<file path="src/rtl/tick_sched.sv">
// Multi-channel tick scheduler: one shared free-running counter, per-channel rising-edge taps
// producing 1-cycle clock enables. Optional counter freeze input under TICK_SCHED_PAUSE_EN.

module tick_sched_ch #(
    parameter int CNT_W = 32
) (
    input  logic             clk,
    input  logic             rst,
    input  logic [CNT_W-1:0] i_cnt,
    input  logic             i_pause,
    input  logic             i_wr,
    input  logic [4:0]       i_tap,
    input  logic             i_mode,
    input  logic             i_en,
    output logic             o_tick,
    output logic             o_busy,
    output logic             o_done
);
    typedef enum logic [1:0] {OFF, RUN, SHOT} state_t;

    localparam logic [CNT_W-1:0] ONE = CNT_W'(1);

    state_t     r_state;
    logic [4:0] r_tap;
    logic       r_prev;
    logic       r_tick;
    logic       r_busy;
    logic       r_done;

    logic w_bit;
    logic w_new_bit;
    logic w_edge;

    assign w_bit     = |(i_cnt & (ONE << r_tap));
    assign w_new_bit = |(i_cnt & (ONE << i_tap));
    // A frozen counter can never produce an edge; prev is held alongside it.
    assign w_edge    = w_bit & ~r_prev & ~i_pause;

    always_ff @(posedge clk or posedge rst) begin
        if (rst) begin
            r_state <= OFF;
            r_tap   <= '0;
            r_prev  <= 1'b0;
            r_tick  <= 1'b0;
            r_busy  <= 1'b0;
            r_done  <= 1'b0;
        end else begin
            // Tick uses the pre-transfer config even in a transfer cycle.
            r_tick <= w_edge & (r_state != OFF);
            if (i_wr) begin
                r_state <= i_en ? (i_mode ? SHOT : RUN) : OFF;
                r_busy  <= i_en;
                r_tap   <= i_tap;
                r_prev  <= w_new_bit;
                r_done  <= 1'b0;
            end else begin
                if (!i_pause)
                    r_prev <= w_bit;
                if (r_state == SHOT && w_edge) begin
                    r_state <= OFF;
                    r_busy  <= 1'b0;
                    r_done  <= 1'b1;
                end
            end
        end
    end

    assign o_tick = r_tick;
    assign o_busy = r_busy;
    assign o_done = r_done;
endmodule

module tick_sched #(
    parameter int CNT_W = 32,
    parameter int NCH   = 4
) (
    input  logic           clk,
    input  logic           rst,
`ifdef TICK_SCHED_PAUSE_EN
    input  logic           pause,
`endif
    input  logic           cfg_valid,
    output logic           cfg_ready,
    input  logic [1:0]     cfg_ch,
    input  logic [4:0]     cfg_tap,
    input  logic           cfg_mode,
    input  logic           cfg_en,
    output logic [NCH-1:0] tick,
    output logic [NCH-1:0] busy,
    output logic [NCH-1:0] done
);
    localparam logic [4:0] TAP_MAX = 5'(CNT_W - 1);

    logic [CNT_W-1:0] r_cnt;
    logic             r_cfg_ready;
    logic             w_pause;
    logic             w_xfer;
    logic [4:0]       w_tap;
    logic [NCH-1:0]   w_wr;

`ifdef TICK_SCHED_PAUSE_EN
    assign w_pause = pause;
`else
    assign w_pause = 1'b0;
`endif

    assign w_xfer    = cfg_valid & r_cfg_ready;
    assign w_tap     = (cfg_tap > TAP_MAX) ? TAP_MAX : cfg_tap;
    assign cfg_ready = r_cfg_ready;

    always_ff @(posedge clk or posedge rst) begin
        if (rst) begin
            r_cnt       <= '0;
            r_cfg_ready <= 1'b1;
        end else begin
            if (!w_pause)
                r_cnt <= r_cnt + 1'b1;
            // One dead cycle after every accepted request.
            r_cfg_ready <= ~w_xfer;
        end
    end

    // Requests to channels >= NCH match no lane and are silently dropped.
    for (genvar g = 0; g < NCH; g++) begin : g_ch
        assign w_wr[g] = w_xfer && (cfg_ch == 2'(g));

        tick_sched_ch #(.CNT_W(CNT_W)) u_ch (
            .clk     (clk),
            .rst     (rst),
            .i_cnt   (r_cnt),
            .i_pause (w_pause),
            .i_wr    (w_wr[g]),
            .i_tap   (w_tap),
            .i_mode  (cfg_mode),
            .i_en    (cfg_en),
            .o_tick  (tick[g]),
            .o_busy  (busy[g]),
            .o_done  (done[g])
        );
    end
endmodule

</file>
<file path="config.mk">
export PLATFORM = sky130hd
export DESIGN_NAME = tick_sched
export DESIGN_NICKNAME = d
export VERILOG_FILES = /design/src/rtl/tick_sched.sv
export SDC_FILE = /design/constraint.sdc
export NUM_CORES = 1
export LEC_CHECK = 0
export CAP_MARGIN = 20
export CORE_ASPECT_RATIO = 0.7
export CORE_UTILIZATION = 65
export CTS_BUF_LIST = sky130_fd_sc_hd__clkbuf_4
export DETAILED_ROUTE_END_ITERATION = 8
export DONT_BUFFER_PORTS = 1
export PLACE_DENSITY_LB_ADDON = 0.1
export SLEW_MARGIN = 20
export SYNTH_ARGS = -nofsm -noshare
export SYNTH_HDL_FRONTEND = slang
export SYNTH_HIERARCHICAL = 1
export SYNTH_SLANG_ARGS = --single-unit
</file>
<file path="constraint.sdc">
create_clock -name clk -period 3.1 [get_ports clk]
set_input_delay 0.62 -clock clk [delete_from_list [all_inputs] [get_ports clk]]
set_output_delay 0.62 -clock clk [all_outputs]
set_load 0.005 [all_outputs]
</file>
# After elaboration in Yosys (flattened, before gate mapping)
# Index checks and enable logic that the tools add are counted.
[word_totals]
output_inout_bits = 13
regBits = 77
inputBits = 12
elab_cells = 112
[op_classes]
eq_ne = 7
magnitude_cmp = 1
n_mux = 31
reduce_logical = 22
n_shift = 5
addsub = 1
bitwise_logic = 19
[op_table]
columns = ["cell", "count"]
rows = [
  ["$and 32x32->32", 5],
  ["$reduce_or 32->1", 5],
  ["$shl 1x5->32 const A", 5],
  ["$add 32x1->32 const B", 1],
  ["$mux 1", 20],
  ["$mux 2", 10],
  ["$reduce_bool 2->1", 8],
  ["$eq 2x2->1 const B", 6],
  ["$and 1x1->1", 9],
  ["$logic_and 1x1->1", 8],
  ["$gt 5x5->1 const B", 1],
  ["$mux 5", 1],
  ["$not 1->1", 5],
  ["$eq 2x1->1 const B", 1],
  ["$logic_not 2->1", 1],
]

# Longest topological paths before layout
# Gate-level depths: netlist of run 1.
[depth]
ltp_word = 7
ltp_mapped = 9
ltp_nobuf = 6

# Cells and area by module
# The synthesis of run 1 kept the hierarchy.
[modules_own_cells]
columns = ["module", "area_per_inst_um2", "instances", "cells_per_inst"]
rows = [
  ["tick_sched_ch", 1196.1, 4, 142],
  ["tick_sched", 1488.9, 1, 133],
]

# Worst setup path after synthesis of run 1
# Ideal clock, no wire load.
[synth_path]
kind = "input -> register"
from = "input port cfg_tap[2]"
to = "register g_ch[2].u_ch.r_prev"
slack_ns = 0.756
setup_ns = 0.141
t_required_ns = 2.959
path_stages = 6
arrival_time_ns = 2.203
n_path_buf = 1
cell_sequence = "clkbuf_1 > mux2_2 > nand4_1 > o311ai_0 > o41ai_1 > o22ai_1"
[synth_via]
elab_chain_cells = 6
[synth_lines]
columns = ["element", "line", "text"]
rows = [
  ["from (decl)", "85", "input logic [4:0] cfg_tap,"],
  ["$gt 5x5->1", "108", "assign w_tap = (cfg_tap > TAP_MAX) ? TAP_MAX : cfg_tap;"],
  ["$mux 5 *", "108", ""],
  ["$shl 1x5->32 *", "35", "assign w_new_bit = |(i_cnt & (ONE << i_tap));"],
  ["$and 32x32->32 *", "35", ""],
  ["$reduce_or 32->1 *", "35", ""],
  ["$mux 1 *", "50", "if (i_wr) begin"],
  ["to (signal assigned)", "54", "r_prev <= w_new_bit;"],
  ["to (signal assigned)", "58", "r_prev <= w_bit;"],
  ["to (decl)", "25", "logic r_prev;"],
]
# Mark *: on every way between the ends. The rest lies on a longest branch, timed or not.
# A chain may end at the register's enable or synchronous reset.

# Final worst setup path of run 1
[layout_path]
from = "register r_cnt[10]"
to = "register g_ch[0].u_ch.r_prev"
[layout_via]
elab_chain_cells = 3
word_cells_on_any_way = 5
classes_between = "1 x mux; 2 x bitwise; 2 x reduce/logical"
[layout_lines]
columns = ["element", "line", "text"]
rows = [
  ["from (decl)", "94", "logic [CNT_W-1:0] r_cnt;"],
  ["from (signal assigned)", "117", "r_cnt <= r_cnt + 1'b1;"],
  ["$and 32x32->32, on equally long branches", "34, 35", ""],
  ["$reduce_or 32->1, on equally long branches", "34, 35", ""],
  ["$mux 1 *", "50", ""],
  ["to (signal assigned)", "54", ""],
  ["to (signal assigned)", "58", ""],
  ["to (decl)", "25", ""],
]
# Marked as above.

==> results.md, run 1 <==
Run status:
- The run finished with clean final reports.

Synthesis:
- Sequential cells were found to cover 30.7% of the synthesized design area.
- Sorting the synthesized cells by area gives the leading types as sky130_fd_sc_hd__dfrtp_1 (30%), sky130_fd_sc_hd__mux2_2 (10%), sky130_fd_sc_hd__mux2i_1 (6.4%).
- The gate count of the mapped netlist is 701.
- The top cell type by area accounts for 30.3% of the synthesized area.
- The synthesized cell area is 6270 um2.
- For this run, the number of Yosys warnings is 6.
- The share of synthesized registers carrying an async set or reset is 100%.
- The number of flops mapped to enable cells by yosys is 0.
- The synthesized design contains 77 register bits.
- Yosys mapped the design onto 56 distinct sky130hd cell types.
- A synthesized cell averages 8.95 um2.
- sky130_fd_sc_hd__dfrtp_1 takes more of the synthesized area than any other cell.
- For this run, the leading register cell type out of synthesis is sky130_fd_sc_hd__dfrtp_1.

Setup path:
- The worst setup path is launched from a register.
- Of all nets on the critical path, the largest fanout is 13.
- The startpoint-to-endpoint class of the critical path is reg -> reg.
- The logic depth of the worst register-to-register path is 5.
- For this run, the slowest stage of the critical path takes 0.71 ns.
- The critical path goes through mux2_2 -> a221oi_1 -> nor3_1 -> a2111oi_0 -> o22ai_1.
- The category of the worst setup path capture point is a register.
- Data on the critical path is required at its endpoint by 3.39 ns.
- The cell at the slowest stage of the critical path is sky130_fd_sc_hd__a2111oi_0.
- At the worst endpoint, the arrival time is 2.76 ns.

Detailed routing:
- After detailed routing, the number of remaining DRC violations is 0.
- The first-pass iteration count of the detailed router is 6.
- Summed over all layers, the routed wires come to 18.7 mm.
- Across all layers, the routed design uses 5,909 vias.
- The remaining antenna violation count after routing is 0.
- After detailed routing, the number of vias per cell comes to 7.30.
- For this block, the initial DRC count from the detailed router was 932.
- The post-detailed-route wirelength per cell is 23.1 um.

Placed design:
- OpenSTA, run right after detailed placement, puts the worst setup slack at 0.740 ns.
- Routability-driven placement finished with a final weighted congestion of 0.914.
- The number of input and output port buffers inserted is 0.
- Detailed placement ended at an HPWL of 11.7 mm.

Timing:
- Setup repair after global routing left no endpoint under its margin.
- The final-report max-slew violation count is 0.
- Of the available clock period, the critical path in the final layout requires 79.7%.
- For the pin with the worst max-slew slack, the measured transition is 0.887 ns.
- Setup violations remaining at the end of the flow were counted as 0.
- The aggregate negative setup slack is 0 ns.
- The clock period could shrink to 2.47 ns.
- Between clock sinks in the finished design, the worst skew comes to 0.0180 ns.
- The maximum frequency from static timing analysis is 405 MHz.
- The hold violation total from the final report is 0.
- The worst slew slack as a fraction of its limit is 39.4%.
- Setup slack closes at 0.628 ns.

Power:
- The total power divided by cell area is 419 nW/um2.
- Summing internal, switching and leakage power gives 2720 uW.
- The analysis attributes to cell leakage a power of 0.00259 uW.
- VDD sags by at most 0.330 mV.

Clock tree:
- The CTS H-tree depth is 3.
- The number of buffers created by CTS is 9.
- The post-CTS clock slew at the launch and capture registers of the worst setup and hold paths is 0.14 ns.
- The source-to-sink clock delay at the later pin of the worst-skew pair is 0.45 ns.
- The setup fix buffers added after clock tree synthesis is 0.
- The clock root buffer is sky130_fd_sc_hd__clkbuf_4.
- The maximum count of clock buffers along a single path is 2.
- The hold-fix buffer count after cts is 0.
- Gates resized during post-CTS repair numbered 0.
- The TritonCTS clock tree is yes.
- The tree built by TritonCTS fans out to 77 sinks.

Flow run:
- The tool flagged a number of max-cap violations equal to 0.

Finish:
- The layout net count is 693.
- The area growth from synthesis to layout is 3.35%.
- The number of filler instances in the final layout is 699.
- The total inserted antenna cells is 0.
- The fraction of final layout cells with drive strength greater than 1 is 15.9%.

GRT:
- After global routing the overflow that remains totals 0.
- The number of global-route vias before repair is 5,461.
- The initial antenna violation count is 0.
- Entering global routing, the biggest net connects 65 pins.
- The all-layer global routing usage is 38.8%.
- The first global-routing pass estimated 30.1 mm of wire.

Floorplan:
- In this run the horizontal extent of the chip is 119 um.
- The die is 84.2 um tall.
- The die covers 10,100 um2.
- During I/O placement, the number of pins put on the boundary was 25.
- The initial core utilization is 68.1%.
- The total number of placement rows is 29.
- The core region is 9220 um2.

Min path:
- The type of the most critical hold path is in -> async.
state kept, by name (all words and copies together), names as in the netlist:
name,count
g_ch.u_ch/o_tick,4
cfg_ready,1
g_ch.u_ch/r_prev,4
g_ch.u_ch/o_busy,4
g_ch.u_ch/o_done,4
r_cnt,32
g_ch.u_ch/r_state,8
g_ch.u_ch/r_tap,20
placed cells by master, fill, tap and decap left out, drive strengths merged, types with 5 or more instances in the layout:
| cell | synthesis | final |
|---|---|---|
| dfrtp | 76 | 76 |
| mux2 | 56 | 56 |
| mux2i | 40 | 40 |
| nand4 | 38 | 38 |
| a21oi | 36 | 36 |
| nand2 | 35 | 35 |
| nor2 | 35 | 35 |
| nand3 | 35 | 35 |
| xnor2 | 25 | 25 |
| inv | 23 | 25 |
| nand3b | 24 | 24 |
| nor3 | 17 | 17 |
| o22ai | 16 | 16 |
| a31oi | 16 | 16 |
| conb | 1 | 16 |
| and3 | 14 | 14 |
| o21ai | 12 | 12 |
| nor3b | 12 | 12 |
| nand2b | 12 | 12 |
| buf | 8 | 11 |
| clkbuf | 50 | 9 |
| o31ai | 8 | 8 |
| a221oi | 8 | 8 |
| or3 | 8 | 8 |
| xor2 | 5 | 5 |
| and4 | 5 | 5 |
| nor4 | 5 | 5 |
logic make-up after synthesis:
logic type | count (synthesis) | synth area share [%]
other | 1 | 0.0598
AND/OR/NAND/NOR | 267 | 25.5
adder cells (fa/ha/maj) | 1 | 0.199
flip-flops | 77 | 30.7
buffers and inverters | 81 | 5.32
multiplexers | 100 | 17.9
AO/OA/AOI/OAI | 144 | 16.1
XOR/XNOR | 30 | 4.19
final cells by class:
class | instances | area, um2 | area share (%)
multi-input combinational | 558 | 4070 | 62.7
sequential | 77 | 1930 | 29.7
tap | 124 | 155 | 2.39
clock inverter | 7 | 96.3 | 1.49
inverter | 23 | 86.3 | 1.33
timing repair buffer | 11 | 82.6 | 1.27
clock buffer | 9 | 67.6 | 1.04
routing by layer:
metal  up-vias  share of wire, %  wire, um  GRT usage (%)
met5         -                 0         0              0
li1       2626                 -         -              -
met1      2819                41      7700           56.0
met2       377                41      7650           53.9
met4         0               5.1       948           21.5
met3        87                13      2380           8.70
worst max-delay path: cells and delay by family (launching register included):
family	cells	cell delay (ns)
mux	1	0.39
compound gates	3	1.17
flops	1	0.67
simple gates	1	0.08
Yosys cell counts (all sizes together) (12+ instances only):
master  number
a21oi       36
a31oi       16
and3        14
clkbuf      50
dfrtp       76
inv         23
mux2        56
mux2i       40
nand2       35
nand2b      12
nand3       35
nand3b      24
nand4       38
nor2        35
nor3        17
nor3b       12
o21ai       12
o22ai       16
xnor2       25
per-stage QoR:
step / cells / utilization, % / hold WS [ns] / area (um2)
final: 809 / 70.4 / 0.0297 / 6480
after global routing: 809 / 70.4 / 0.0350 / 6480
after CTS: 809 / 70.4 / 0.0220 / 6480
after detailed placement: 793 / 68.6 / 0.502 / 6320
after global placement: 793 / 68.6 / 0.491 / 6320
after floorplan: 716 / - / 0.472 / 6330
power breakdown:
group,internal [uW],leakage (uW),switching [uW]
clock network,331,0.0000907,385
registers,1130,0.000995,259
logic,326,0.00151,291
total,1780,0.00259,935
final timing paths:
kind,from,to,slack (ns)
min in group clk,cfg_valid,cfg_ready,0.24
hold reg to reg,g_ch[2].u_ch/r_state[1],g_ch[2].u_ch/o_busy,0.53
hold / removal,rst,g_ch[3].u_ch/r_tap[1],0.03
setup / recovery,r_cnt[10],g_ch[0].u_ch/r_prev,0.63
max in group asynchronous,rst,r_cnt[14],2.60
setup reg to reg,r_cnt[10],g_ch[0].u_ch/r_prev,0.63
Power figures use the tool's default switching activity.
==> inputs of run 2 (changes only) <==
- clock period: 3.1 -> 2.6 ns (I/O delays scaled with it)
==> results.md, run 2 (synthesis results as in run 1) <==
Finish:
- The library cell used most frequently in the layout, excluding fill and tap cells, is sky130_fd_sc_hd__dfrtp_1.
- The largest registers in the layout are r_cnt (32), g_ch.u_ch/r_tap (20), g_ch.u_ch/r_state (8).
- The total inserted antenna cells was 0 (unchanged).
- The area overhead of the layout relative to synthesis is 5.58%.
- The layout net count is 711 (+2.6%).
- The fraction of final layout cells with drive strength greater than 1 came to 17.9% (+2.0 points).
- The register containing the most flip-flops in the final layout is r_cnt.
- Leaving out fill and tap cells, the most frequent cells in the layout are sky130_fd_sc_hd__dfrtp_1 (76), sky130_fd_sc_hd__mux2_2 (56), sky130_fd_sc_hd__mux2i_1 (40), sky130_fd_sc_hd__nand4_1 (37), sky130_fd_sc_hd__a21oi_1 (36).
- The final non-filler cell total is 827 (+2.2%).
- The number of filler instances in the final layout is 686 (-1.9%).
- The flip-flop count of the largest register after layout is 32 (unchanged).
- The final cell area excluding filler cells is 6620 um2 (+2.2%).

Placed design:
- The placed cell count is 810 (+2.1%).
- The standard cell area after detailed placement is 6450 um2 (+2.0%).
- The weighted congestion at the end of routability-driven global placement is 0.911 (-0.37%).
- The post-placement setup slack is 0.275 ns (-0.465 ns).
- The number of input and output port buffers inserted is 0 (unchanged).
- The post-detailed-placement half-perimeter wirelength came to 12.3 mm (+5.3%).

Setup path:
- The startpoint-to-endpoint class of the critical path is reg -> reg.
- The logic depth of the worst register-to-register path is 5 (unchanged).
- The largest fanout of any net on the critical path is 13 (unchanged).
- The arrival time at the worst endpoint is 2.75 ns (about the same).
- STA classifies the critical path endpoint as a register.
- The required time at the worst-slack endpoint came to 2.95 ns (-0.44 ns).
- The type of element launching the critical path is a register.

Run status:
- The run finished with clean final reports.

Timing:
- The smallest setup slack after layout was 0.197 ns (-0.431 ns).
- The hold violation total from the final report is 0 (unchanged).
- The post-route minimum period is 2.40 ns (-0.0691 ns).
- The measured slew at the worst slew-check pin was 0.720 ns (-0.166 ns).
- Setup repair after global routing left no endpoint under its margin.
- The worst clock skew was 0.0210 ns (+0.00306 ns).
- The final-report max-slew violation count was 0 (unchanged).
- The final setup violation count came to 0 (unchanged).
- The aggregate negative setup slack came to 0 ns (unchanged).
- The maximum frequency from static timing analysis came to 416 MHz (+2.9%).
- The worst hold margin was 0.117 ns (+0.0876 ns).
- The part of the cycle the worst path needs was 92.4% (+13 points).
- The worst slew slack as a fraction of its limit is 52.0% (+13 points).

Min path:
- The worst hold path cell count is 1.
- The type of the most critical hold path is in -> reg.

Detailed routing:
- The aggregate routed wire length is 19.2 mm (+2.8%).
- The remaining antenna violation count after routing was 0 (unchanged).
- The post-detailed-route wirelength per cell was 23.2 um (+0.54%).
- The via count is 5,917 (+0.14%).
- The first-pass iteration count of the detailed router is 6 (unchanged).
- The post-detailed-route DRC marker count is 0 (unchanged).
- The average vias per placed instance came to 7.15 (-2.0%).
- The first-iteration detailed-routing DRC count is 813 (-13%).

Clock tree:
- The setup fix buffers added after clock tree synthesis is 0 (unchanged).
- The number of buffers created by CTS came to 9 (unchanged).
- The cell sitting at the root of the clock tree is a sky130_fd_sc_hd__clkbuf_4.
- The clock sink total is 77 (unchanged).
- The post-cts gate resize count is 0 (unchanged).
- The maximum count of clock buffers along a single path is 2 (unchanged).
- The hold-fix buffer count after cts is 1 (+1).
- The CTS H-tree depth is 3 (unchanged).
- The post-CTS clock slew at the launch and capture registers of the worst setup and hold paths came to 0.13 ns (about the same).
- The TritonCTS clock tree is yes.
- The source-to-sink clock delay at the later pin of the worst-skew pair came to 0.48 ns (+0.03 ns).

GRT:
- The all-layer global routing usage is 40.0% (+1.2 points).
- The pin count of the biggest net entering global routing is 65 (unchanged).
- The initial antenna violation count is 0 (unchanged).
- The number of global-route vias before repair is 5,578 (+2.1%).
- The global-route wire length before repair is 30.4 mm (+0.96%).
- The total global routing overflow was 0 (unchanged).

Floorplan:
- The height of the chip is 84.2 um (unchanged).
- The area inside the core boundary was 9220 um2 (unchanged).
- The total number of placement rows is 29 (unchanged).
- The top-level I/O count is 25 (unchanged).
- The initial core utilization is 68.1% (unchanged).
- The die outline width is 119 um (unchanged).
- The die footprint is 10,100 um2 (unchanged).

Power:
- The leakage power is 0.00268 uW (+3.6%).
- The total power divided by cell area is 501 nW/um2 (+20%).
- The maximum resistive drop on vdd is 0.402 mV (+22%).

Flow run:
- The count of max-cap constraint violations is 0 (unchanged).
## run 2: cell types whose count changed in the layout (fill, tap and decap cells not counted), sizes merged
cell / previous run / this run
inv: 25 / 24
dlygate4sd3: 0 / 1
buf: 11 / 28
clkinv: 3 / 4
## run 2: metrics by stage
stage,util (%),power (uW)
finish,71.9,3320
global route,71.9,3470
CTS,71.9,3300
detailed placement,70.0,2430
global placement,70.0,2390
floorplan,-,2280
## run 2: path summary, 6_finish.rpt
| path | from | endpoint | slack (ns) |
|---|---|---|---|
| setup / recovery | r_cnt[0] | r_cnt[28] | 0.20 |
| max in group asynchronous | rst | r_cnt[28] | 1.40 |
| setup reg to reg | r_cnt[0] | r_cnt[28] | 0.20 |
| min in group asynchronous | rst | r_cnt[22] | 0.53 |
| hold / removal | cfg_valid | cfg_ready | 0.12 |
| hold reg to reg | g_ch[1].u_ch/r_state[1] | g_ch[1].u_ch/o_busy | 0.52 |
## run 2: worst max-delay path, cell delays in order (launching register included)
cell,delay (ns)
sky130_fd_sc_hd__dfrtp_1,0.80
sky130_fd_sc_hd__ha_1,0.37
sky130_fd_sc_hd__nand3_1,0.22
sky130_fd_sc_hd__nor4_4,0.51
sky130_fd_sc_hd__nand4_1,0.21
sky130_fd_sc_hd__xnor2_1,0.18
## run 2: layer usage
metal	share of wire, %	track usage, %
met1	39	54.7
met2	42	57.6
met3	14	11.6
met4	4.3	21.1
met5	0	0
## run 2: cell type report
type | count | area, um2 | share of cell area, %
clock buffers | 9 | 67.6 | 1.02
clock inverters | 7 | 98.8 | 1.49
inverters | 23 | 86.3 | 1.30
multi-input cells | 558 | 4070 | 61.4
flip-flops and latches | 77 | 1930 | 29.1
well taps | 124 | 155 | 2.34
repair buffers | 29 | 220 | 3.32
## run 2: report_power, final
group,internal (uW),switching (uW),leakage (uW)
Sequential,1340,234,0.000995
Clock,396,488,0.0000918
Combinational,425,433,0.00160
Total,2160,1150,0.00268
==> inputs of run 3 (changes only) <==
- HOLD_SLACK_MARGIN: not set -> 0.12
==> results.md, run 3 (synthesis results as in run 1) <==
Run status:
- The run finished with clean final reports.

GRT:
- The number of global-route vias before repair is 5,581 (+0.054%).
- The initial antenna violation count came to 0 (unchanged).
- The global-route wire length before repair is 30.4 mm (about the same).
- The pin count of the biggest net entering global routing is 65 (unchanged).
- The total global routing overflow came to 0 (unchanged).
- The all-layer global routing usage is 40.0% (about the same).

Detailed routing:
- The via count is 5,993 (+1.3%).
- The remaining antenna violation count after routing is 0 (unchanged).
- The aggregate routed wire length is 19.3 mm (+0.32%).
- The post-detailed-route wirelength per cell is 23.3 um (+0.20%).
- The average vias per placed instance is 7.24 (+1.2%).
- The first-iteration detailed-routing DRC count was 757 (-6.9%).
- The first-pass iteration count of the detailed router is 6 (unchanged).
- The post-detailed-route DRC marker count came to 0 (unchanged).

Setup path:
- The required time at the worst-slack endpoint is 2.96 ns (about the same).
- The worst setup path is captured at a register.
- The worst register-to-register path begins at r_cnt[20].
- The worst setup path is of the reg -> reg kind.
- The type of element launching the critical path is a register.
- The largest fanout of any net on the critical path came to 13 (unchanged).
- The beginning of the critical path is r_cnt[20].
- The arrival time at the worst endpoint is 2.74 ns (about the same).

Finish:
- Compared with the post-synthesis result, the final layout area differs by 5.74%.
- The flip-flop count of the largest register after layout is 32 (unchanged).
- The layout net count is 712 (+0.14%).
- The largest registers in the layout are r_cnt (32), g_ch.u_ch/r_tap (20), g_ch.u_ch/r_state (8).
- The most common cell after layout, fill and taps aside is sky130_fd_sc_hd__dfrtp_1.
- The number of filler instances in the final layout was 685 (-0.15%).
- The total inserted antenna cells came to 0 (unchanged).
- In the layout the commonest cells are sky130_fd_sc_hd__dfrtp_1 (76), sky130_fd_sc_hd__mux2_2 (56), sky130_fd_sc_hd__mux2i_1 (40), sky130_fd_sc_hd__nand4_1 (37), sky130_fd_sc_hd__a21oi_1 (36).
- The register containing the most flip-flops in the final layout is r_cnt.
- The fraction of final layout cells with drive strength greater than 1 came to 17.9% (-0.025 points).

Floorplan:
- The total number of placement rows was 29 (unchanged).
- The die footprint is 10,100 um2 (unchanged).
- The area inside the core boundary is 9220 um2 (unchanged).
- The top-level I/O count is 25 (unchanged).
- The height of the chip came to 84.2 um (unchanged).
- The die outline width is 119 um (unchanged).
- The initial core utilization is 68.1% (unchanged).

Placed design:
- The post-detailed-placement half-perimeter wirelength came to 12.3 mm (unchanged).
- The post-placement setup slack is 0.275 ns (unchanged).
- The number of input and output port buffers inserted was 0 (unchanged).
- The weighted congestion at the end of routability-driven global placement came to 0.911 (unchanged).

Clock tree:
- The hold-fix buffer count after cts is 2 (+1).
- The source-to-sink clock delay at the later pin of the worst-skew pair was 0.48 ns (about the same).
- The maximum count of clock buffers along a single path is 2 (unchanged).
- The post-cts gate resize count is 0 (unchanged).
- The number of buffers created by CTS is 9 (unchanged).
- The clock sink total is 77 (unchanged).
- The CTS H-tree depth is 3 (unchanged).
- In this run the clock root is driven by a sky130_fd_sc_hd__clkbuf_4.
- The post-CTS clock slew at the launch and capture registers of the worst setup and hold paths came to 0.13 ns (about the same).
- The setup fix buffers added after clock tree synthesis was 0 (unchanged).
- TritonCTS built the clock tree.

Power:
- The leakage power is 0.00269 uW (+0.16%).
- The total power divided by cell area is 501 nW/um2 (about the same).
- The maximum resistive drop on vdd was 0.404 mV (+0.61%).

Timing:
- The measured slew at the worst slew-check pin is 0.682 ns (-0.0386 ns).
- The aggregate negative setup slack was 0 ns (unchanged).
- The final setup violation count is 0 (unchanged).
- The worst slew slack as a fraction of its limit is 53.4% (+1.4 points).
- The hold violation total from the final report came to 0 (unchanged).
- The final-report max-slew violation count is 0 (unchanged).
- The maximum frequency from static timing analysis is 419 MHz (+0.77%).
- The smallest setup slack after layout was 0.215 ns (+0.0183 ns).
- The post-route minimum period was 2.38 ns (-0.0183 ns).
- The part of the cycle the worst path needs is 91.7% (-0.70 points).
- The worst clock skew is 0.0249 ns (+0.00385 ns).
- The worst hold margin is 0.181 ns (+0.0638 ns).
- Setup repair after global routing left no endpoint under its margin.

Min path:
- The path class of the tightest hold or removal check is in -> reg.
- The origin of the worst min-delay path is cfg_en.

Flow run:
- The count of max-cap constraint violations was 0 (unchanged).
## run 3: power by group
part           internal, uW  switching (uW)  total, uW
combinational           426             433        858
clock                   396             488        884
sequential             1340             237       1580
## run 3: layout make-up
| cell class | instances | area [um2] | area share (%) |
|---|---|---|---|
| Clock buffer | 9 | 67.6 | 1.02 |
| Timing Repair Buffer | 30 | 230 | 3.47 |
| Sequential cell | 77 | 1930 | 29.1 |
| Tap cell | 124 | 155 | 2.34 |
| Clock inverter | 7 | 98.8 | 1.49 |
| Multi-Input combinational cell | 558 | 4070 | 61.3 |
| Inverter | 23 | 86.3 | 1.30 |
## run 3: final timing paths
path	end	depth (start not counted)	slack (ns)
max	g_ch[0].u_ch/o_done	6	0.22
min	g_ch[2].u_ch/r_state[0]	1	0.18
max reg2reg	g_ch[0].u_ch/o_done	6	0.22
min reg2reg	g_ch[1].u_ch/o_busy	1	0.53
max in group asynchronous	r_cnt[28]	3	1.41
min in group asynchronous	r_cnt[22]	2	0.52
## run 3: layer usage
layer  vias up  wire, um  global-route usage (%)
met5         -         0                       0
met2       423      8020                    57.6
met4         0       940                    21.1
met1      2811      7700                    54.8
met3        85      2600                    11.6
li1       2674         -                       -
## run 3: through the flow
stage | power (uW) | std cells | utilization [%] | area [um2]
floorplan | 2280 | 716 | - | 6330
global placement | 2390 | 810 | 70.0 | 6450
detailed placement | 2430 | 810 | 70.0 | 6450
CTS | 3300 | 828 | 72.0 | 6630
global route | 3470 | 828 | 72.0 | 6630
finish | 3320 | 828 | 72.0 | 6630
## run 3: worst max-delay path, cell delays in order, from the launching register on
cell                       delay (ns)
sky130_fd_sc_hd__dfrtp_1         0.55
sky130_fd_sc_hd__mux4_2          0.53
sky130_fd_sc_hd__and4b_1         0.22
sky130_fd_sc_hd__a211oi_2        0.15
sky130_fd_sc_hd__nand4_1         0.14
sky130_fd_sc_hd__or3_4           0.44
sky130_fd_sc_hd__a32o_1          0.26
